===== src/rtl/ebus_arbiter_if.sv =====
// ebus_arbiter_if: request/grant bundle shared by the EBUS drivers and the arbiter
interface ebus_arbiter_if #(parameter int NREQ = 13);
    logic [NREQ-1:0] req;
    logic [NREQ-1:0] done;
    logic [NREQ-1:0] grant;
    logic [3:0]      busOwner;
    logic            busy;
    logic            xferValid;
    logic            timeout;
    logic [3:0]      errOwner;
    modport master (input req, done, output grant, busOwner, busy, xferValid, timeout, errOwner);
    modport slave (output req, done, input grant, busOwner, busy, xferValid, timeout, errOwner);
endinterface


===== src/rtl/ebus_arbiter.sv =====
// ebus_arbiter: single-owner EBUS arbiter with priority/round-robin selection,
// setup/transfer/turnaround sequencing and hung-owner timeout
module ebus_arbiter #(
    parameter int              NREQ      = 13,
    parameter logic [NREQ-1:0] PRIO_MASK = 'h010,
    parameter int              TIMEOUT   = 255,
    parameter int              TW        = 8
) (
    input  logic           clk,
    input  logic           CROBAR_N,
    ebus_arbiter_if.master bus
);
    if (NREQ > 16) begin : g_bad_nreq
        $error("ebus_arbiter: NREQ must not exceed 16");
    end
    if (TIMEOUT < 1 || TIMEOUT > 2**TW - 1) begin : g_bad_timeout
        $error("ebus_arbiter: TIMEOUT out of range for TW");
    end

    typedef enum logic [1:0] {IDLE, SETUP, XFER, TURN} state_t;
    localparam logic [TW-1:0] TLAST = TW'(TIMEOUT - 1);

    state_t          state, state_n;
    logic [NREQ-1:0] grant, prio, rot;
    logic [3:0]      owner, rr_ptr, err_owner, pwin, rwin, win, rr_n;
    logic [4:0]      roff, rsum;
    logic [TW-1:0]   cnt;
    logic            req_ow, done_ow, rel, to_hit;

    // rot[k] is req[(rr_ptr+k) mod NREQ], so its lowest set bit is the round-robin offset
    always_comb begin
        prio = bus.req & PRIO_MASK;
        rot  = NREQ'({bus.req, bus.req} >> rr_ptr);
        pwin = '0;
        roff = '0;
        for (int k = NREQ - 1; k >= 0; k--) if (prio[k]) pwin = 4'(k);
        for (int k = NREQ - 1; k >= 0; k--) if (rot[k]) roff = 5'(k);
        rsum = {1'b0, rr_ptr} + roff;
        rwin = rsum >= 5'(NREQ) ? 4'(rsum - 5'(NREQ)) : 4'(rsum);
        win  = |prio ? pwin : rwin;
        rr_n = rwin == 4'(NREQ - 1) ? '0 : rwin + 4'd1;
    end

    // grant is one-hot on the owner while it holds the bus, so masking avoids indexing
    always_comb begin
        req_ow  = |(bus.req & grant);
        done_ow = |(bus.done & grant);
        rel     = done_ow || !req_ow;
        to_hit  = state == XFER && cnt == TLAST && !rel;
        state_n = state;
        case (state)
            IDLE:    state_n = |bus.req ? SETUP : IDLE;
            SETUP:   state_n = req_ow ? XFER : TURN;
            XFER:    state_n = rel || to_hit ? TURN : XFER;
            default: state_n = IDLE;
        endcase
    end

    always_ff @(posedge clk or negedge CROBAR_N) begin
        if (!CROBAR_N) state <= IDLE;
        else state <= state_n;
    end

    always_ff @(posedge clk or negedge CROBAR_N) begin
        if (!CROBAR_N) begin
            grant     <= '0;
            owner     <= '0;
            rr_ptr    <= '0;
            cnt       <= '0;
            err_owner <= '0;
        end else begin
            if (state == IDLE && |bus.req) begin
                grant <= NREQ'(1) << win;
                owner <= win;
                if (!(|prio)) rr_ptr <= rr_n;
            end
            if (state_n == TURN) grant <= '0;
            cnt <= state == XFER ? (cnt == TLAST ? cnt : cnt + 1'b1) : '0;
            if (to_hit) err_owner <= owner;
        end
    end

    assign bus.grant     = grant;
    assign bus.busOwner  = owner;
    assign bus.busy      = state != IDLE;
    assign bus.xferValid = state == XFER;
    assign bus.timeout   = to_hit;
    assign bus.errOwner  = err_owner;
endmodule


===== src/flat_wrapper.sv =====
// flat-port wrapper written by rule: the top's interface ports become plain ports
module ebus_arbiter_flat 
#(
    parameter int              NREQ      = 13,
    parameter logic [NREQ-1:0] PRIO_MASK = 'h010,
    parameter int              TIMEOUT   = 255,
    parameter int              TW        = 8
)
  (clk, CROBAR_N, bus_req, bus_done, bus_grant, bus_busOwner, bus_busy, bus_xferValid, bus_timeout, bus_errOwner);
  ebus_arbiter_if #(.NREQ(NREQ)) bus_i ();
  input  logic clk;
  input  logic CROBAR_N;
  input wire logic [$bits(bus_i.req)-1:0] bus_req;
  input wire logic [$bits(bus_i.done)-1:0] bus_done;
  output wire logic [$bits(bus_i.grant)-1:0] bus_grant;
  output wire logic [$bits(bus_i.busOwner)-1:0] bus_busOwner;
  output wire logic [$bits(bus_i.busy)-1:0] bus_busy;
  output wire logic [$bits(bus_i.xferValid)-1:0] bus_xferValid;
  output wire logic [$bits(bus_i.timeout)-1:0] bus_timeout;
  output wire logic [$bits(bus_i.errOwner)-1:0] bus_errOwner;
  assign bus_i.req = bus_req;
  assign bus_i.done = bus_done;
  assign bus_grant = bus_i.grant;
  assign bus_busOwner = bus_i.busOwner;
  assign bus_busy = bus_i.busy;
  assign bus_xferValid = bus_i.xferValid;
  assign bus_timeout = bus_i.timeout;
  assign bus_errOwner = bus_i.errOwner;
  ebus_arbiter #(.NREQ(NREQ), .PRIO_MASK(PRIO_MASK), .TIMEOUT(TIMEOUT), .TW(TW)) u_core (.clk(clk), .CROBAR_N(CROBAR_N), .bus(bus_i));
endmodule

===== config.mk =====
export PLATFORM = sky130hd
export DESIGN_NAME = ebus_arbiter_flat
export DESIGN_NICKNAME = d
export VERILOG_FILES = /design/src/rtl/ebus_arbiter_if.sv /design/src/rtl/ebus_arbiter.sv /design/src/flat_wrapper.sv
export SDC_FILE = /design/constraint.sdc
export NUM_CORES = 1
export LEC_CHECK = 0
export ABC_CLOCK_PERIOD_IN_PS = 6500
export BUFFER_PORTS_ARGS = -buffer_cell sky130_fd_sc_hd__buf_4
export CAP_MARGIN = 10
export CORE_MARGIN = 2
export CORE_UTILIZATION = 50
export CTS_BUF_LIST = sky130_fd_sc_hd__clkbuf_16
export DETAILED_ROUTE_END_ITERATION = 8
export GPL_ROUTABILITY_DRIVEN = 0
export GPL_TIMING_DRIVEN = 0
export HOLD_SLACK_MARGIN = 0.03
export PLACE_DENSITY = 0.79
export SETUP_SLACK_MARGIN = 0.5
export SYNTH_ARGS = -nofsm -noshare
export SYNTH_HDL_FRONTEND = slang
export SYNTH_SLANG_ARGS = --single-unit

===== constraint.sdc =====
create_clock -name clk -period 6.5 [get_ports clk]
set_input_delay 1.3 -clock clk [delete_from_list [all_inputs] [get_ports clk]]
set_output_delay 1.3 -clock clk [all_outputs]
set_load 0.01 [all_outputs]

==> flow_summary.toml <==
[setup_path]
cp_data_arrival_time_ns = 5.70
max_stage_delay_ns = 0.52
worstPathCellList = "buf_4, clkbuf_1, mux4_2, mux2_2, mux2i_1, a21bo_1, a21boi_1, o211a_1, ha_1, fa_1, inv_1, ha_1, nor3_1, o31ai_2, mux2_2, inv_1, ha_1, a21oi_1, mux2i_1, a21oi_1"
worstPathBufferInverterCount = 4
cp_max_fo = 10
cp_common_cell = "ha_1"
end_kind = "register"
path_class = "input port to register"
cp.required_ns = 6.63
critPathSlowestCell = "fa_1"
cp_top_family = "multiplexers"
start_kind = "input port"

[clock_tree]
tritoncts = "done"
cts_resized = 0
postCtsHoldBufs = 0
cts.clk_slew.worst_paths_ns = 0.05
clkSinkCount = 35
cts_htree_levels = 2
cts-buffers-inserted = 5
ctsLongestPathBuffers = 2
cts.root.buffer_cell = "clkbuf_16"
insertion_delay_ns = 0.28
cts_setup_buffers = 0

[floorplanning]
rows = 27
core_area_um2 = 5608
die-area_um2 = 6510
fp.dieW_um = 80.69
pin_count = 52
die_h_um = 80.69
start_util_pct = 52.43

[synth]
synth_top_area_share_pct = 29.79
synth_seq_area_share_pct = 29.79
yosysMostFrequentCell = "dfrtp_1"
yosys_warnings = 0
synth_seq_cells = 35
syn_area_per_cell_um2 = 10.10
synth_cell_types = 59
synthArstFlopShare_pct = 100.0
synth_ff_type = "dfrtp_1"
synth-edff-count = 0
synthTopCellsByCount = "35 x dfrtp_1, 28 x nor2_1, 19 x mux2_2"
netlist_area_um2 = 2940
synth_top_cell_by_area = "dfrtp_1"
netlist_instances = 291
synth.top_cells.by_area = "dfrtp_1 30%, mux4_2 7.7%, mux2_2 7.3%"
syn_nets = 333

[sta]
maxSlewViolCount = 0
worst_pin_slew_ns = 0.6095
fin_skew_ns = 0.003739
fmax_mhz = 179.6
min_period_ns = 5.567
finalSetupViolations = 0
finalSetupTns_ns = 0
rsz0062_at_grt = "false"
max-slew-margin-rel_pct = 59.22
post-route-period-util_pct = 85.64
hold_viol = 0

[grt]
gr-total-overflow = 0
grt_pass1_vias = 2551
antenna_found_initial = 0
track_usage_pct = 24.12
grt_pass1_wl_mm = 12.00
grt_max_degree = 36

[drt]
drtIter0Drc = 102
ant_nets = 0
wire_per_inst_um = 17.54
vias = 2546
drtPass1Iterations = 4
wl_mm = 7.400
drcViolationCount = 0
via_per_inst = 6.033

[finish]
n_fill_cell = 480
multi_input_area_um2 = 1966
instances_no_fill = 422
seq_area_um2 = 875.8
diodes = 0
synthToLayoutAreaGrowth_pct = 21.02
nets = 391
drive_above_1_share_pct = 30.57

[place]
placed_cells = 414
dp_hpwl_mm = 5.659
port_buffers = 51

[status]
status = "completed"

[flow_run]
maxCapViolCount = 0

[min_path]
hold_path_class = "register to register"
-- through the flow --
stage | instance area, um^2 | hold slack [ns] | setup WS (ns) | utilization, %
after floorplan | 2940 | 0.4971 | 1.116 | -
after global placement | 3413 | 0.4919 | 0.5763 | 60.87
after detailed placement | 3413 | 0.4943 | 0.5063 | 60.87
after CTS | 3553 | 0.5085 | 0.7797 | 63.36
after global routing | 3558 | 0.5364 | 0.6407 | 63.45
final | 3558 | 0.5087 | 0.9331 | 63.45
-- sequential cells by signal (all words and copies together) (netlist names) --
register,flops
u_core.bus.busOwner,4
u_core.bus.errOwner,4
u_core.bus.grant,13
u_core.cnt,8
u_core.rr_ptr,4
u_core.state,2
-- worst paths after layout --
path | startpoint | endpoint | slack [ns] | cells past startpoint
min in group asynchronous | CROBAR_N | u_core.bus.grant[10] | 0.96 | 1
worst min register to register | u_core.bus.errOwner[2] | u_core.bus.errOwner[2] | 0.51 | 1
worst max register to register | u_core.rr_ptr[2] | u_core.rr_ptr[2] | 1.37 | 20
worst max-delay path | bus_req[4] | u_core.rr_ptr[2] | 0.93 | 20
max in group asynchronous | CROBAR_N | u_core.rr_ptr[0] | 5.22 | 1
worst min-delay path | u_core.bus.errOwner[2] | u_core.bus.errOwner[2] | 0.51 | 1
-- worst register-to-register path, stage by stage (launching register included) --
cell	delay [ns]
dfrtp_1	0.36
buf_2	0.23
clkbuf_1	0.45
mux4_2	0.40
mux2_2	0.32
mux2i_1	0.19
a21bo_1	0.23
a21boi_1	0.15
o211a_1	0.19
ha_1	0.18
fa_1	0.52
inv_1	0.12
ha_1	0.16
nor3_1	0.07
o31ai_2	0.43
mux2_2	0.42
inv_1	0.08
ha_1	0.18
a21oi_1	0.07
mux2i_1	0.16
a21oi_1	0.09
-- metal layers --
| layer | global-route usage, % | routed length [um] |
|---|---|---|
| met1 | 30.78 | 3283 |
| met2 | 42.33 | 3633 |
| met3 | 3.483 | 360 |
| met4 | 6.949 | 122 |
| met5 | 0 | 0 |
-- final cells by class --
cell class / instances / share of cell area, %
clock inverter: 3 / 0.4219
tap: 72 / 2.532
sequential: 35 / 24.61
inverter: 13 / 1.371
multi-input combinational: 233 / 55.24
buffer: 10 / 1.547
timing repair buffer: 51 / 10.76
clock buffer: 5 / 3.516
-- cells in the final DEF, fill, tap and decap left out, types with 3 or more instances in the layout --
cell type,Yosys,layout
a21o_1,3,3
a21oi_1,10,10
a22o_1,13,13
a22oi_1,11,11
a31oi_1,3,3
buf_4,0,51
clkbuf_1,5,5
clkbuf_16,0,5
clkinv_2,0,3
dfrtp_1,35,35
ha_1,13,13
inv_1,11,11
mux2_2,19,19
mux2i_1,15,15
mux2i_4,3,3
mux4_2,10,10
nand2_1,18,18
nand2b_1,4,4
nand3_1,10,10
nand4_1,4,4
nor2_1,28,28
nor2b_1,4,4
nor3_1,5,5
nor4_1,3,3
o21ai_0,6,6
or2_2,4,4
xnor2_1,3,3
xor2_1,7,7
-- kinds of logic after synthesis --
kind of cell / after synthesis / share of synthesized area (%)
simple gates: 91 / 15.36
mux: 50 / 24.64
flops: 35 / 29.79
compound gates: 68 / 17.49
fa+ha+maj: 14 / 6.213
xor+xnor: 10 / 2.979
buf+inv: 23 / 3.532
Power is left out: the tool's default activity adds up to more than one toggle a clock period on the data nets, which glitch-free logic cannot reach.
